**src/rtl/mips_ctrl_pkg.sv**
```systemverilog
// Shared constants for the multicycle MIPS main control FSM: state encoding,
// opcodes, ALU operation codes handed to the ALU control block, and the control vector.
package mips_ctrl_pkg;

    localparam logic [3:0] S_IDLE      = 4'd0;
    localparam logic [3:0] S_FETCH     = 4'd1;
    localparam logic [3:0] S_DECODE    = 4'd2;
    localparam logic [3:0] S_MEM_ADDR  = 4'd3;
    localparam logic [3:0] S_MEM_READ  = 4'd4;
    localparam logic [3:0] S_MEM_WB    = 4'd5;
    localparam logic [3:0] S_MEM_WRITE = 4'd6;
    localparam logic [3:0] S_R_EXEC    = 4'd7;
    localparam logic [3:0] S_R_WB      = 4'd8;
    localparam logic [3:0] S_BRANCH    = 4'd9;
    localparam logic [3:0] S_JUMP      = 4'd10;
    localparam logic [3:0] S_I_EXEC    = 4'd11;
    localparam logic [3:0] S_I_WB      = 4'd12;
    localparam logic [3:0] S_ILLEGAL   = 4'd13;

    localparam logic [5:0] OP_RTYPE = 6'h00;
    localparam logic [5:0] OP_LW    = 6'h23;
    localparam logic [5:0] OP_SW    = 6'h2B;
    localparam logic [5:0] OP_BEQ   = 6'h04;
    localparam logic [5:0] OP_BNE   = 6'h05;
    localparam logic [5:0] OP_J     = 6'h02;
    localparam logic [5:0] OP_ADDI  = 6'h08;
    localparam logic [5:0] OP_ANDI  = 6'h0C;
    localparam logic [5:0] OP_ORI   = 6'h0D;
    localparam logic [5:0] OP_SLTI  = 6'h0A;

    // 4'b0100 is reserved by the ALU control block and is never issued.
    localparam logic [3:0] ALU_OP_ADD   = 4'b0000;
    localparam logic [3:0] ALU_OP_SUB   = 4'b0001;
    localparam logic [3:0] ALU_OP_FUNCT = 4'b0010;
    localparam logic [3:0] ALU_OP_AND   = 4'b0011;
    localparam logic [3:0] ALU_OP_OR    = 4'b0101;
    localparam logic [3:0] ALU_OP_SLT   = 4'b0110;

    localparam logic [1:0] PC_SRC_ALU    = 2'b00;
    localparam logic [1:0] PC_SRC_ALUOUT = 2'b01;
    localparam logic [1:0] PC_SRC_JUMP   = 2'b10;

    localparam logic [1:0] SRC_B_REG    = 2'b00;
    localparam logic [1:0] SRC_B_FOUR   = 2'b01;
    localparam logic [1:0] SRC_B_IMM    = 2'b10;
    localparam logic [1:0] SRC_B_IMM_SH = 2'b11;

    typedef struct packed {
        logic       mem_read;
        logic       mem_write;
        logic       i_or_d;
        logic       ir_write;
        logic       pc_write;
        logic       pc_write_cond;
        logic       pc_write_cond_ne;
        logic [1:0] pc_source;
        logic       alu_src_a;
        logic [1:0] alu_src_b;
        logic [3:0] alu_op;
        logic       reg_write;
        logic       reg_dst;
        logic       mem_to_reg;
        logic       illegal_op;
    } ctrl_t;

    function automatic logic [3:0] imm_alu_op(input logic [5:0] op);
        case (op)
            OP_ANDI: imm_alu_op = ALU_OP_AND;
            OP_ORI:  imm_alu_op = ALU_OP_OR;
            OP_SLTI: imm_alu_op = ALU_OP_SLT;
            default: imm_alu_op = ALU_OP_ADD;
        endcase
    endfunction

    function automatic logic [3:0] decode_dispatch(input logic [5:0] op);
        case (op)
            OP_RTYPE:                         decode_dispatch = S_R_EXEC;
            OP_LW, OP_SW:                     decode_dispatch = S_MEM_ADDR;
            OP_BEQ, OP_BNE:                   decode_dispatch = S_BRANCH;
            OP_J:                             decode_dispatch = S_JUMP;
            OP_ADDI, OP_ANDI, OP_ORI, OP_SLTI: decode_dispatch = S_I_EXEC;
            default:                          decode_dispatch = S_ILLEGAL;
        endcase
    endfunction

endpackage

```
**src/rtl/mips_multicycle_control_if.sv**
```systemverilog
// Control bundle between the main control FSM (master) and the datapath (slave).
interface mips_multicycle_control_if;
    logic [5:0] opcode;
    logic       mem_ready;
    logic       mem_read;
    logic       mem_write;
    logic       i_or_d;
    logic       ir_write;
    logic       pc_write;
    logic       pc_write_cond;
    logic       pc_write_cond_ne;
    logic [1:0] pc_source;
    logic       alu_src_a;
    logic [1:0] alu_src_b;
    logic [3:0] alu_op;
    logic       reg_write;
    logic       reg_dst;
    logic       mem_to_reg;
    logic       illegal_op;

    modport master (
        input  opcode, mem_ready,
        output mem_read, mem_write, i_or_d, ir_write, pc_write, pc_write_cond,
               pc_write_cond_ne, pc_source, alu_src_a, alu_src_b, alu_op,
               reg_write, reg_dst, mem_to_reg, illegal_op
    );

    modport slave (
        output opcode, mem_ready,
        input  mem_read, mem_write, i_or_d, ir_write, pc_write, pc_write_cond,
               pc_write_cond_ne, pc_source, alu_src_a, alu_src_b, alu_op,
               reg_write, reg_dst, mem_to_reg, illegal_op
    );
endinterface

```
**src/rtl/mips_ctrl_outdec.sv**
```systemverilog
// Combinational control-vector decoder: Moore decode of state, with the FETCH
// strobes gated by mem_ready and the I-type ALU operation chosen by opcode.
module mips_ctrl_outdec
    import mips_ctrl_pkg::*;
(
    input  logic [3:0] state,
    input  logic [5:0] opcode,
    input  logic       mem_ready,
    output ctrl_t      ctrl
);

    always_comb begin
        ctrl = '0;
        case (state)
            S_FETCH: begin
                ctrl.mem_read  = 1'b1;
                ctrl.i_or_d    = 1'b0;
                ctrl.alu_src_a = 1'b0;
                ctrl.alu_src_b = SRC_B_FOUR;
                ctrl.alu_op    = ALU_OP_ADD;
                ctrl.pc_source = PC_SRC_ALU;
                // IR and PC load only on the cycle the instruction word arrives.
                ctrl.ir_write  = mem_ready;
                ctrl.pc_write  = mem_ready;
            end
            S_DECODE: begin
                ctrl.alu_src_a = 1'b0;
                ctrl.alu_src_b = SRC_B_IMM_SH;
                ctrl.alu_op    = ALU_OP_ADD;
            end
            S_MEM_ADDR: begin
                ctrl.alu_src_a = 1'b1;
                ctrl.alu_src_b = SRC_B_IMM;
                ctrl.alu_op    = ALU_OP_ADD;
            end
            S_MEM_READ: begin
                ctrl.mem_read = 1'b1;
                ctrl.i_or_d   = 1'b1;
            end
            S_MEM_WB: begin
                ctrl.reg_write  = 1'b1;
                ctrl.mem_to_reg = 1'b1;
                ctrl.reg_dst    = 1'b0;
            end
            S_MEM_WRITE: begin
                ctrl.mem_write = 1'b1;
                ctrl.i_or_d    = 1'b1;
            end
            S_R_EXEC: begin
                ctrl.alu_src_a = 1'b1;
                ctrl.alu_src_b = SRC_B_REG;
                ctrl.alu_op    = ALU_OP_FUNCT;
            end
            S_R_WB: begin
                ctrl.reg_write = 1'b1;
                ctrl.reg_dst   = 1'b1;
            end
            S_BRANCH: begin
                ctrl.alu_src_a        = 1'b1;
                ctrl.alu_src_b        = SRC_B_REG;
                ctrl.alu_op           = ALU_OP_SUB;
                ctrl.pc_source        = PC_SRC_ALUOUT;
                ctrl.pc_write_cond    = (opcode == OP_BEQ);
                ctrl.pc_write_cond_ne = (opcode == OP_BNE);
            end
            S_JUMP: begin
                ctrl.pc_write  = 1'b1;
                ctrl.pc_source = PC_SRC_JUMP;
            end
            S_I_EXEC: begin
                ctrl.alu_src_a = 1'b1;
                ctrl.alu_src_b = SRC_B_IMM;
                ctrl.alu_op    = imm_alu_op(opcode);
            end
            S_I_WB: begin
                ctrl.reg_write  = 1'b1;
                ctrl.reg_dst    = 1'b0;
                ctrl.mem_to_reg = 1'b0;
            end
            S_ILLEGAL: begin
                ctrl.illegal_op = 1'b1;
            end
            default: ctrl = '0;
        endcase
    end

endmodule

```
**src/rtl/mips_multicycle_control.sv**
```systemverilog
// Multicycle MIPS main control: state register, next-state sequencing with
// memory-ready stalls, and a wrapping retired-instruction counter.
module mips_multicycle_control
    import mips_ctrl_pkg::*;
#(
    parameter int CNT_W = 32
) (
    input  logic                    clk,
    input  logic                    rst_n,
    mips_multicycle_control_if.master bus,
    output logic [CNT_W-1:0]        instr_count,
    output logic [3:0]              state_dbg
);

    logic [3:0]       state_reg;
    logic [3:0]       state_next;
    logic [CNT_W-1:0] count_reg;
    logic             retire;
    ctrl_t            ctrl;

    always_comb begin
        state_next = state_reg;
        case (state_reg)
            S_IDLE:      state_next = S_FETCH;
            S_FETCH:     state_next = bus.mem_ready ? S_DECODE : S_FETCH;
            S_DECODE:    state_next = decode_dispatch(bus.opcode);
            S_MEM_ADDR:  state_next = (bus.opcode == OP_SW) ? S_MEM_WRITE : S_MEM_READ;
            S_MEM_READ:  state_next = bus.mem_ready ? S_MEM_WB : S_MEM_READ;
            S_MEM_WB:    state_next = S_FETCH;
            S_MEM_WRITE: state_next = bus.mem_ready ? S_FETCH : S_MEM_WRITE;
            S_R_EXEC:    state_next = S_R_WB;
            S_R_WB:      state_next = S_FETCH;
            S_BRANCH:    state_next = S_FETCH;
            S_JUMP:      state_next = S_FETCH;
            S_I_EXEC:    state_next = S_I_WB;
            S_I_WB:      state_next = S_FETCH;
            S_ILLEGAL:   state_next = S_FETCH;
            default:     state_next = S_IDLE;
        endcase
    end

    // An instruction retires on its final transition back to FETCH; ILLEGAL does not count.
    always_comb begin
        retire = 1'b0;
        case (state_reg)
            S_MEM_WB, S_R_WB, S_BRANCH, S_JUMP, S_I_WB: retire = 1'b1;
            S_MEM_WRITE:                                retire = bus.mem_ready;
            default:                                    retire = 1'b0;
        endcase
    end

    always_ff @(posedge clk or negedge rst_n) begin
        if (!rst_n) begin
            state_reg <= S_IDLE;
            count_reg <= '0;
        end else begin
            state_reg <= state_next;
            if (retire) begin
                count_reg <= count_reg + CNT_W'(1);
            end
        end
    end

    mips_ctrl_outdec u_outdec (
        .state     (state_reg),
        .opcode    (bus.opcode),
        .mem_ready (bus.mem_ready),
        .ctrl      (ctrl)
    );

    assign bus.mem_read         = ctrl.mem_read;
    assign bus.mem_write        = ctrl.mem_write;
    assign bus.i_or_d           = ctrl.i_or_d;
    assign bus.ir_write         = ctrl.ir_write;
    assign bus.pc_write         = ctrl.pc_write;
    assign bus.pc_write_cond    = ctrl.pc_write_cond;
    assign bus.pc_write_cond_ne = ctrl.pc_write_cond_ne;
    assign bus.pc_source        = ctrl.pc_source;
    assign bus.alu_src_a        = ctrl.alu_src_a;
    assign bus.alu_src_b        = ctrl.alu_src_b;
    assign bus.alu_op           = ctrl.alu_op;
    assign bus.reg_write        = ctrl.reg_write;
    assign bus.reg_dst          = ctrl.reg_dst;
    assign bus.mem_to_reg       = ctrl.mem_to_reg;
    assign bus.illegal_op       = ctrl.illegal_op;

    assign instr_count = count_reg;
    assign state_dbg   = state_reg;

endmodule

```
**src/flat_wrapper.sv**
```systemverilog
// flat-port wrapper written by rule: the top's interface ports become plain ports
module mips_multicycle_control_flat import mips_ctrl_pkg::*;
#(
    parameter int CNT_W = 32
)
  (clk, rst_n, instr_count, state_dbg, bus_opcode, bus_mem_ready, bus_mem_read, bus_mem_write, bus_i_or_d, bus_ir_write, bus_pc_write, bus_pc_write_cond, bus_pc_write_cond_ne, bus_pc_source, bus_alu_src_a, bus_alu_src_b, bus_alu_op, bus_reg_write, bus_reg_dst, bus_mem_to_reg, bus_illegal_op);
  mips_multicycle_control_if bus_i ();
  input  logic clk;
  input  logic rst_n;
  output logic [CNT_W-1:0] instr_count;
  output logic [3:0] state_dbg;
  input wire logic [$bits(bus_i.opcode)-1:0] bus_opcode;
  input wire logic [$bits(bus_i.mem_ready)-1:0] bus_mem_ready;
  output wire logic [$bits(bus_i.mem_read)-1:0] bus_mem_read;
  output wire logic [$bits(bus_i.mem_write)-1:0] bus_mem_write;
  output wire logic [$bits(bus_i.i_or_d)-1:0] bus_i_or_d;
  output wire logic [$bits(bus_i.ir_write)-1:0] bus_ir_write;
  output wire logic [$bits(bus_i.pc_write)-1:0] bus_pc_write;
  output wire logic [$bits(bus_i.pc_write_cond)-1:0] bus_pc_write_cond;
  output wire logic [$bits(bus_i.pc_write_cond_ne)-1:0] bus_pc_write_cond_ne;
  output wire logic [$bits(bus_i.pc_source)-1:0] bus_pc_source;
  output wire logic [$bits(bus_i.alu_src_a)-1:0] bus_alu_src_a;
  output wire logic [$bits(bus_i.alu_src_b)-1:0] bus_alu_src_b;
  output wire logic [$bits(bus_i.alu_op)-1:0] bus_alu_op;
  output wire logic [$bits(bus_i.reg_write)-1:0] bus_reg_write;
  output wire logic [$bits(bus_i.reg_dst)-1:0] bus_reg_dst;
  output wire logic [$bits(bus_i.mem_to_reg)-1:0] bus_mem_to_reg;
  output wire logic [$bits(bus_i.illegal_op)-1:0] bus_illegal_op;
  assign bus_i.opcode = bus_opcode;
  assign bus_i.mem_ready = bus_mem_ready;
  assign bus_mem_read = bus_i.mem_read;
  assign bus_mem_write = bus_i.mem_write;
  assign bus_i_or_d = bus_i.i_or_d;
  assign bus_ir_write = bus_i.ir_write;
  assign bus_pc_write = bus_i.pc_write;
  assign bus_pc_write_cond = bus_i.pc_write_cond;
  assign bus_pc_write_cond_ne = bus_i.pc_write_cond_ne;
  assign bus_pc_source = bus_i.pc_source;
  assign bus_alu_src_a = bus_i.alu_src_a;
  assign bus_alu_src_b = bus_i.alu_src_b;
  assign bus_alu_op = bus_i.alu_op;
  assign bus_reg_write = bus_i.reg_write;
  assign bus_reg_dst = bus_i.reg_dst;
  assign bus_mem_to_reg = bus_i.mem_to_reg;
  assign bus_illegal_op = bus_i.illegal_op;
  mips_multicycle_control #(.CNT_W(CNT_W)) u_core (.clk(clk), .rst_n(rst_n), .bus(bus_i), .instr_count(instr_count), .state_dbg(state_dbg));
endmodule
```
**config.mk**
```make
export PLATFORM = sky130hd
export DESIGN_NAME = mips_multicycle_control_flat
export DESIGN_NICKNAME = d
export VERILOG_FILES = /design/src/rtl/mips_ctrl_pkg.sv /design/src/rtl/mips_multicycle_control_if.sv /design/src/rtl/mips_ctrl_outdec.sv /design/src/rtl/mips_multicycle_control.sv /design/src/flat_wrapper.sv
export SDC_FILE = /design/constraint.sdc
export NUM_CORES = 1
export LEC_CHECK = 0
export ABC_AREA = 1
export CAP_MARGIN = 20
export CORE_MARGIN = 5
export CORE_UTILIZATION = 46
export CTS_CLUSTER_DIAMETER = 200
export DETAILED_ROUTE_END_ITERATION = 6
export GPL_ROUTABILITY_DRIVEN = 0
export HOLD_SLACK_MARGIN = 0.02
export PLACE_DENSITY = 0.76
export RECOVER_POWER = 25
export SETUP_SLACK_MARGIN = 0.4
export SYNTH_ARGS = -nofsm -noshare
export SYNTH_HDL_FRONTEND = slang
export SYNTH_HIERARCHICAL = 1
export SYNTH_SLANG_ARGS = --single-unit
```
**constraint.sdc**
```tcl
create_clock -name clk -period 1.5 [get_ports clk]
set_clock_uncertainty 0.05 [all_clocks]
set_input_delay 0.225 -clock clk [delete_from_list [all_inputs] [get_ports clk]]
set_output_delay 0.225 -clock clk [all_outputs]
set_load 0.01 [all_outputs]
```
==> reports/metrics.yaml, run 1 <==
finish:
  fillerInstances: 302
  final_cells: 721
  drive_above_1_share_pct: 49.1
  diodes: 0
  area_delta_synth_final_pct: 82.6
  nets: 655
drt:
  ant_nets: 0
  dr.pass1.iters: 7
  vias: 4414
  wire_per_inst_um: 20.7
  dr.first_iter.drc_count: 673
  dr_wl_met3_um: 1680
  wl_met2_um: 6730
  wirelength_um: 14900
  met1Wirelength_um: 5120
  top_layer: "met4"
  viasPerCell: 6.12
  drc: 140
place:
  portBuffers: 63
  hpwl_um: 6370
  pre_cts_ws_ps: -569
  placed_cells: 640
sta:
  setup_viol: 53
  tns_ps: -10390
  period_share_pct: 134
  rsz0062_at_grt: "yes"
  finalWorstSetupSlack_ps: -511
  max_clock_freq_mhz: 497
  hold_viol_final: 0
  timing.final.max_slew_violations: 0
  hold_ws_ps: 512
  slew_headroom_pct: 38.9
  layout_min_cycle_time_ps: 2010
  worst_slew_pin_slew_ps: 916
synth:
  synth-edff-count: 0
  yosys.area_share.simple_pct: 50.8
  synthFlopType: "dfrtp_1"
  postSynth.asyncResetShare_pct: 100
  synth_nets: 477
  ys_seq_area_share_pct: 32.1
  synth_top_family_by_area: "simple AND/OR/NAND/NOR gates"
  synth-compound-area-share_pct: 4.01
  synth_xor_area_share_pct: 3.12
  synth_fa_ha_area_share_pct: 0.446
  avgSynthCellArea_um2: 6.01
  ys_ff_latch: 36
  synth_mux_area_share_pct: 0
  synth_cells: 467
  synth_cell_type_count: 30
  ys_warn_count: 6
  syn_area_um2: 2810
power_and_ir_drop:
  power_density_nw_per_um2: 1370
  p_clk_share_pct: 11.4
  netSwitchingFraction_pct: 44.9
  peakVddDrop_mv: 1.11
  p_leak_nw: 2.53
  p_switching_mw: 3.15
  intPower_mw: 3.87
  p_seq_share_pct: 18.0
  combPwrFrac_pct: 70.6
floorplan:
  die_width_um: 88.1
  pin_count: 65
  die_y_um: 88.1
  initial_core_util_pct: 47.4
  std_cell_rows: 28
  core_um2: 5920
  die-area_um2: 7760
worst_setup_path:
  path_class: "flop to flop"
  critPathMaxFanout: 3
  cp.required_ps: 1640
  start_kind: "flop"
  rr_endpoint: "u_core/instr_count[24]$_DFFE_PN0P_"
  cp_slowest_cell: "dfrtp_1"
  rr_worst_depth: 10
  critPathMaxStageDelay_ps: 390
  endpoint_kind: "flop"
  critical_path.most_common_cell: "nand2_1"
  path_cells: "buf_4, nand2_1, nor2_1, nand2_1, nor2_1, nand2_1, nand2_1, nand2_1, nand2_2, nand2_1"
  r2r-start: "u_core/instr_count[16]$_DFFE_PN0P_"
  crit_arrival_ps: 2150
  rrSetupSlack_ps: -510
grt:
  grtUsageTotal_pct: 27.9
  grt_pass1_vias: 3684
  grt_max_degree: 15
  overflow: 0
  antenna_found_initial: 0
  grt_pass1_wl_um: 17100
clocking:
  clkTransAtPathRegs_ps: 90
  cts_max_level: 2
  cts_sinks: 36
  cts_root_buf: "clkbuf_8"
  clockBufferDepth: 2
  numCtsBuffers: 5
  clkLatencyLatePin_ps: 300
  cts_tree: "done"
run_status:
  status: "complete, but fails checks"
  violations: "design-rule violations, negative setup slack"
hold_path:
  min_path_type: "primary input to async pin"
run:
  maxCapViolCount: 0
[kinds of logic after synthesis]
group                    Yosys count
adder cells (fa/ha/maj)            1
other                              1
AND/OR/NAND/NOR                  338
buffers and inverters             62
XOR/XNOR                          10
flip-flops                        36
AO/OA/AOI/OAI                     19
[worst max-delay path, delay by kind of cell, from the launching register on]
family	cells	cell delay, ps
buf+inv	1	140
flops	1	390
simple gates	9	1320
[layout by cell type (no fill, tap or decap), types with 7 or more instances in the layout]
master   instances
nand2_1        164
buf_4           77
buf_6           62
nor2_1          49
nand2_2         38
inv_1           37
nand3_1         22
dfrtp_1         21
buf_2           19
nor2_2          18
nor2_4          18
dfrtp_2         15
inv_2           11
xor2_1           8
o21ai_2          7
[through the flow]
stage / power (mW) / utilization, % / cell area (um^2)
floorplan: 2.72 / - / 2930
global placement: 3.91 / 66.2 / 3920
detailed placement: 3.99 / 66.2 / 3920
CTS: 5.79 / 78.7 / 4660
global route: 7.21 / 86.5 / 5120
finish: 7.02 / 86.5 / 5120
[layer usage]
| metal | up-vias | GRT usage, % |
|---|---|---|
| met5 | - | 0 |
| met4 | 0 | 9.75 |
| met3 | 188 | 5.36 |
| met2 | 424 | 48.0 |
| met1 | 2007 | 35.0 |
| li1 | 1795 | - |
[cell usage after synthesis, types with 2 or more instances]
master    count  area, um^2
nor3_1        5        25.0
nor2_2        5        31.3
xnor2_1       2        17.5
o21ai_0      12        60.1
nor2_1       76         285
xor2_1        8        70.1
nand2_2       5        31.3
inv_2         2        7.51
buf_6         2        22.5
buf_2         2        10.0
dfrtp_1      36         901
inv_1        53         199
nand3_1      27         135
nand3b_1      5        37.5
o22ai_1       2        12.5
nand4_1       3        18.8
buf_4         3        22.5
nand2_1     204         766
nor2_4        4        45.0
[cell type report]
| class | instances | area [um^2] | area share, % |
|---|---|---|---|
| timing repair inverter | 1 | 8.76 | 0.171 |
| timing repair buffer | 177 | 1660 | 32.5 |
| inverter | 55 | 238 | 4.64 |
| clock buffer | 7 | 86.3 | 1.69 |
| clock inverter | 1 | 7.51 | 0.147 |
| sequential | 36 | 920 | 18.0 |
| tap | 75 | 93.8 | 1.83 |
| multi-input combinational | 369 | 2100 | 41.1 |
[power by group through the flow]
stage / Combinational [mW] / Clock (mW) / Sequential (mW)
finish: 4.96 / 0.798 / 1.27
global route: 5.11 / 0.817 / 1.28
CTS: 3.78 / 0.759 / 1.25
detailed placement: 2.72 / 0 / 1.27
global placement: 2.65 / 0 / 1.26
floorplan: 1.35 / 0 / 1.37
[flip-flops by register name, summed over array words and instances (netlist names)]
| name | cells |
|---|---|
| u_core/instr_count | 32 |
| u_core/state_dbg | 4 |
[worst max path at each step]
stage | to | cells past startpoint | slack, ps | from
CTS | bus_pc_write_cond_ne | 6 | -140 | u_core/state_dbg[2]$_DFF_PN0_
detailed placement | bus_pc_write_cond_ne | 6 | -570 | bus_opcode[2]
finish | u_core/instr_count[24]$_DFFE_PN0P_ | 10 | -510 | u_core/instr_count[16]$_DFFE_PN0P_
floorplan | u_core/instr_count[26]$_DFFE_PN0P_ | 10 | 110 | u_core/instr_count[0]$_DFFE_PN0P_
global route | u_core/instr_count[25]$_DFFE_PN0P_ | 9 | -760 | u_core/instr_count[13]$_DFFE_PN0P_
global placement | bus_pc_write_cond_ne | 6 | -480 | bus_opcode[2]
[what timing repair did]
action,in CTS,in global routing
pin swaps,18,18
buffers inserted,53,15
endpoints found under the setup margin,91,91
gates resized for setup,320,101
cloned,4,0
hold buffers,1,0
hold endpoints to repair,12,0
Note: power is estimated with default switching activity, not from simulation.
==> run 2: changes to the inputs <==
--- a/config.mk
+++ b/config.mk
@@ -8,12 +8,12 @@
 export ABC_AREA = 1
 export CAP_MARGIN = 20
 export CORE_MARGIN = 5
-export CORE_UTILIZATION = 46
+export CORE_UTILIZATION = 45
 export CTS_CLUSTER_DIAMETER = 200
 export DETAILED_ROUTE_END_ITERATION = 6
 export GPL_ROUTABILITY_DRIVEN = 0
 export HOLD_SLACK_MARGIN = 0.02
-export PLACE_DENSITY = 0.76
+export PLACE_DENSITY = 0.75
 export RECOVER_POWER = 25
 export SETUP_SLACK_MARGIN = 0.4
 export SYNTH_ARGS = -nofsm -noshare
==> run 2 against run 1 <==
Effect of this change: the flow still finishes with violations (design-rule violations, negative setup slack); sequential share of layout area shrank 1.2 points; first-iteration DRC count up 22%; flip-flop and latch count unchanged; worst hold slack got worse by 150 ps; register-to-register slack lost 200 ps; wire length increased by 13%; global-route usage grew 2.5 points; setup slack worse by 200 ps; via count up 4.7%; die area increased by 2.0%; largest power group unchanged.
==> reports/metrics.yaml, run 2 (same netlist as run 1, synthesis figures left out) <==
run_status:
  status: "complete, but fails checks"
  violations: "design-rule violations, negative setup slack"
finish:
  diodes: 0
  mostFrequentLayoutCells: "nand2_1, buf_6, buf_4"
  area_delta_synth_final_pct: 95.8
  largest_register_ffs: 32
  layout_commonest_cell: "nand2_1"
  drive_above_1_share_pct: 50.4
  nets: 677
floorplan:
  std_cell_rows: 28
  core_um2: 5990
  pin_count: 65
  die_width_um: 89.0
  die-area_um2: 7910
  die_y_um: 89.0
  initial_core_util_pct: 46.8
drt:
  wirelength_um: 16900
  ant_nets: 0
  drc: 154
  wire_per_inst_um: 22.8
  dr.pass1.iters: 7
  vias: 4621
  dr.first_iter.drc_count: 821
  viasPerCell: 6.22
sta:
  rsz0062_at_grt: "yes"
  layout_min_cycle_time_ps: 2210
  hold_ws_ps: 358
  finalWorstSetupSlack_ps: -711
  hold_viol_final: 0
  setup_viol: 57
  max_clock_freq_mhz: 452
  period_share_pct: 147
  timing.final.max_slew_violations: 0
clocking:
  cts_sinks: 36
  clockBufferDepth: 2
  cts_root_buf: "clkbuf_8"
  numCtsBuffers: 5
  clkLatencyLatePin_ps: 300
  clkTransAtPathRegs_ps: 90
  cts_max_level: 2
  cts_tree: "done"
grt:
  grt_pass1_vias: 3969
  grt_max_degree: 21
  grt_pass1_wl_um: 18700
  antenna_found_initial: 0
  grtUsageTotal_pct: 30.4
  overflow: 0
worst_setup_path:
  critPathMaxFanout: 7
  rrSetupSlack_ps: -710
  path_class: "flop to flop"
  start_kind: "flop"
  crit_arrival_ps: 2350
  rr_worst_depth: 10
  endpoint_kind: "flop"
  cp.required_ps: 1640
run:
  maxCapViolCount: 0
power_and_ir_drop:
  power.total_mw: 8.02
  peakVddDrop_mv: 1.27
  p_leak_nw: 2.81
  power_density_nw_per_um2: 1460
place:
  hpwl_um: 6740
  pre_cts_ws_ps: -530
  portBuffers: 63
hold_path:
  min_path_type: "primary input to async pin"
run 2: changes by cell type in the layout (fill, tap and decap cells not counted), sizes merged:
cell           change
buf               +22
bufinv             +1
clkdlybuf4s15      -1
clkdlybuf4s50      -1
clkinv             +1
clkinvlp           -1
dlygate4sd2        +2
dlymetal6s2s       -1
run 2: path summary, 6_finish.rpt:
kind / endpoint / start
hold / removal: u_core/state_dbg[0]$_DFF_PN0_ / rst_n
max in group asynchronous: u_core/instr_count[26]$_DFFE_PN0P_ / rst_n
min in group clk: u_core/instr_count[8]$_DFFE_PN0P_ / u_core/instr_count[8]$_DFFE_PN0P_
setup reg to reg: u_core/instr_count[18]$_DFFE_PN0P_ / u_core/state_dbg[1]$_DFF_PN0_
setup / recovery: u_core/instr_count[18]$_DFFE_PN0P_ / u_core/state_dbg[1]$_DFF_PN0_
hold reg to reg: u_core/instr_count[8]$_DFFE_PN0P_ / u_core/instr_count[8]$_DFFE_PN0P_
run 2: timing repair:
item,4_1_cts,5_1_grt
buffers inserted,65,21
hold endpoints to repair,16,0
endpoints found under the setup margin,91,91
pin swaps,26,32
gates resized for setup,372,98
hold buffers,1,0
gates cloned,4,1
run 2: stage by stage:
| step | util [%] | TNS (ps) | instance area (um^2) | cells |
|---|---|---|---|---|
| 2_1_floorplan | - | 0 | 2930 | 467 |
| 3_3_place_gp | 66.0 | -7340 | 3960 | 643 |
| 3_5_place_dp | 66.0 | -8120 | 3960 | 643 |
| 4_1_cts | 82.5 | -9470 | 4940 | 721 |
| 5_1_grt | 91.7 | -27460 | 5490 | 743 |
| 6_report | 91.7 | -22210 | 5490 | 743 |
run 2: worst max-delay path, stage by stage (launching register included):
cell and delay [ps]:
dfrtp_2 470, buf_4 190, inv_2 140, nand2_1 250, nor2_4 190, nand3b_4 210
buf_12 170, buf_12 140, nand2_1 100, nand2_1 120, nand2_1 60
run 2: power by group:
part | total [mW] | internal, mW | switching, mW
Combinational | 5.88 | 2.86 | 3.02
Clock | 0.897 | 0.494 | 0.402
Sequential | 1.24 | 1.09 | 0.152
Total | 8.02 | 4.45 | 3.58
run 2: layout make-up:
cell class	count	area, um^2
Multi-Input combinational cell	369	2170
Timing Repair Buffer	199	1970
Sequential cell	36	918
Fill cell	218	498
Inverter	55	231
Tap cell	75	93.8
Clock buffer	6	72.6
Clock inverter	2	35.0
Timing Repair inverter	1	8.76
run 2: layer usage:
metal	track usage (%)	share of wire [%]
met4	13.3	9.7
met1	36.3	33
met2	53.8	44
met5	0	0.21
met3	4.79	13
==> run 3: changes to the inputs <==
==> constraint.sdc (replaced) <==
create_clock -name clk -period 1.5 [get_ports clk]
set_clock_uncertainty 0.05 [all_clocks]
set_input_delay 0.3 -clock clk [delete_from_list [all_inputs] [get_ports clk]]
set_output_delay 0.3 -clock clk [all_outputs]
set_load 0.01 [all_outputs]
==> run 3 against run 2 <==
Effect of this change: the flow still finishes with violations (design-rule violations, negative setup slack); setup slack better by 340 ps; non-clock buffer count down 25; wire length down 27%; sequential power about the same; global-route usage down 1.7 points; combinational power down 26%; via count down 13%; core utilization down 10 points; critical path depth unchanged; critical endpoint is now u_core/instr_count[8]$_DFFE_PN0P_; largest cell class unchanged.
==> reports/metrics.yaml, run 3 (same netlist as run 1, synthesis figures left out) <==
floorplan:
  die-area_um2: 7910
  core_um2: 5990
  die_y_um: 89.0
  pin_count: 65
  initial_core_util_pct: 46.8
  die_width_um: 89.0
  std_cell_rows: 28
grt:
  grt_pass1_vias: 3744
  grt_pass1_wl_um: 17700
  antenna_found_initial: 0
  overflow: 0
  grt_max_degree: 18
  grtUsageTotal_pct: 28.7
power_and_ir_drop:
  power_density_nw_per_um2: 1350
  p_leak_nw: 2.45
  peakVddDrop_mv: 1.01
clocking:
  clkTransAtPathRegs_ps: 80
  numCtsBuffers: 5
  cts_tree: "done"
  clkLatencyLatePin_ps: 300
  clockBufferDepth: 2
  cts_sinks: 36
  cts_root_buf: "clkbuf_8"
  cts_max_level: 2
sta:
  rsz0062_at_grt: "yes"
  timing.final.max_slew_violations: 0
  hold_ws_ps: 307
  max_clock_freq_mhz: 535
  setup_viol: 57
  layout_min_cycle_time_ps: 1870
  period_share_pct: 125
  tns_ps: -14060
  hold_viol_final: 0
  finalWorstSetupSlack_ps: -368
worst_setup_path:
  critPathMaxStageDelay_ps: 480
  r2r-start: "u_core/state_dbg[0]$_DFF_PN0_"
  cp.required_ps: 1640
  path_cells: "buf_4, nand2_2, nand3_4, nand2_2, inv_2, nand3b_4, buf_4, buf_6, nand3b_1, nand2_1"
  cp_slowest_cell: "dfrtp_2"
  path_class: "flop to flop"
  crit_arrival_ps: 2010
  rr_worst_depth: 10
  start_kind: "flop"
  rrSetupSlack_ps: -370
  endpoint_kind: "flop"
  rr_endpoint: "u_core/instr_count[8]$_DFFE_PN0P_"
  critPathMaxFanout: 7
finish:
  fillerInstances: 353
  drive_above_1_share_pct: 44.0
  area_delta_synth_final_pct: 74.5
  mostFrequentLayoutCells: "nand2_1, buf_4, buf_6"
  fin_util_pct: 81.7
  largest_register_ffs: 32
  diodes: 0
  nets: 654
  final_cell_area_um2: 4890
  layout_commonest_cell: "nand2_1"
run_status:
  violations: "design-rule violations, negative setup slack"
  status: "complete, but fails checks"
drt:
  vias: 4032
  wire_per_inst_um: 17.2
  ant_nets: 0
  dr.first_iter.drc_count: 450
  dr.pass1.iters: 7
  viasPerCell: 5.60
  wirelength_um: 12400
  drc: 3
place:
  portBuffers: 63
  hpwl_um: 6660
  place_area_um2: 3900
hold_path:
  min_path_type: "primary input to async pin"
run:
  maxCapViolCount: 0
run 3: timing repair:
action | in CTS | in global routing
setup endpoints to repair | 91 | 91
pin swaps | 11 | 18
buffers inserted | 57 | 8
hold endpoints to repair | 36 | 0
hold buffers | 1 | 0
cloned | 5 | 0
resized for setup | 325 | 48
run 3: power breakdown:
group / internal [mW] / total, mW / switching, mW / leakage (nW)
Combinational: 2.08 / 4.38 / 2.29 / 1.92
Clock: 0.587 / 0.980 / 0.393 / 0.0645
Sequential: 1.09 / 1.26 / 0.169 / 0.466
run 3: layout make-up:
class / instances / area (um^2) / share of cell area (%)
clock inverters: 1 / 30.0 / 0.613
clock buffers: 7 / 96.3 / 1.97
inverters: 55 / 219 / 4.47
repair inverters: 3 / 33.8 / 0.690
repair buffers: 174 / 1560 / 31.9
multi-input cells: 369 / 1940 / 39.6
flip-flops and latches: 36 / 922 / 18.8
well taps: 75 / 93.8 / 1.92
run 3: worst max-delay path, delay by kind of cell (launching register included):
family | cells | cell delay, ps
and+or+nand+nor | 6 | 580
DFF | 1 | 480
buffers and inverters | 4 | 620
run 3: metrics by stage:
stage               power (mW)  worst slack, ps  cells
CTS                       5.86             -261    712
floorplan                 2.70              102    467
global placement          3.89             -633    641
finish                    6.61             -368    720
detailed placement        3.96             -751    641
global route              6.87             -395    720
run 3: worst max-delay path by stage:
stage	depth (start not counted)	startpoint	slack, ps	to
final	10	u_core/state_dbg[0]$_DFF_PN0_	-370	u_core/instr_count[8]$_DFFE_PN0P_
after detailed placement	6	bus_opcode[2]	-750	bus_pc_write_cond
after floorplan	10	u_core/instr_count[0]$_DFFE_PN0P_	100	u_core/instr_count[30]$_DFFE_PN0P_
after global routing	10	u_core/state_dbg[0]$_DFF_PN0_	-390	u_core/instr_count[8]$_DFFE_PN0P_
after CTS	7	u_core/state_dbg[2]$_DFF_PN0_	-260	bus_pc_write_cond
after global placement	6	bus_opcode[2]	-630	bus_pc_write_cond
run 3: layer usage:
layer / track usage (%) / part of all wire [%] / vias to the layer above
li1: - / - / 1786
met5: 0 / 0 / -
met3: 4.06 / 9.9 / 87
met1: 35.3 / 37 / 1870
met2: 48.4 / 47 / 289
met4: 15.6 / 6.2 / 0
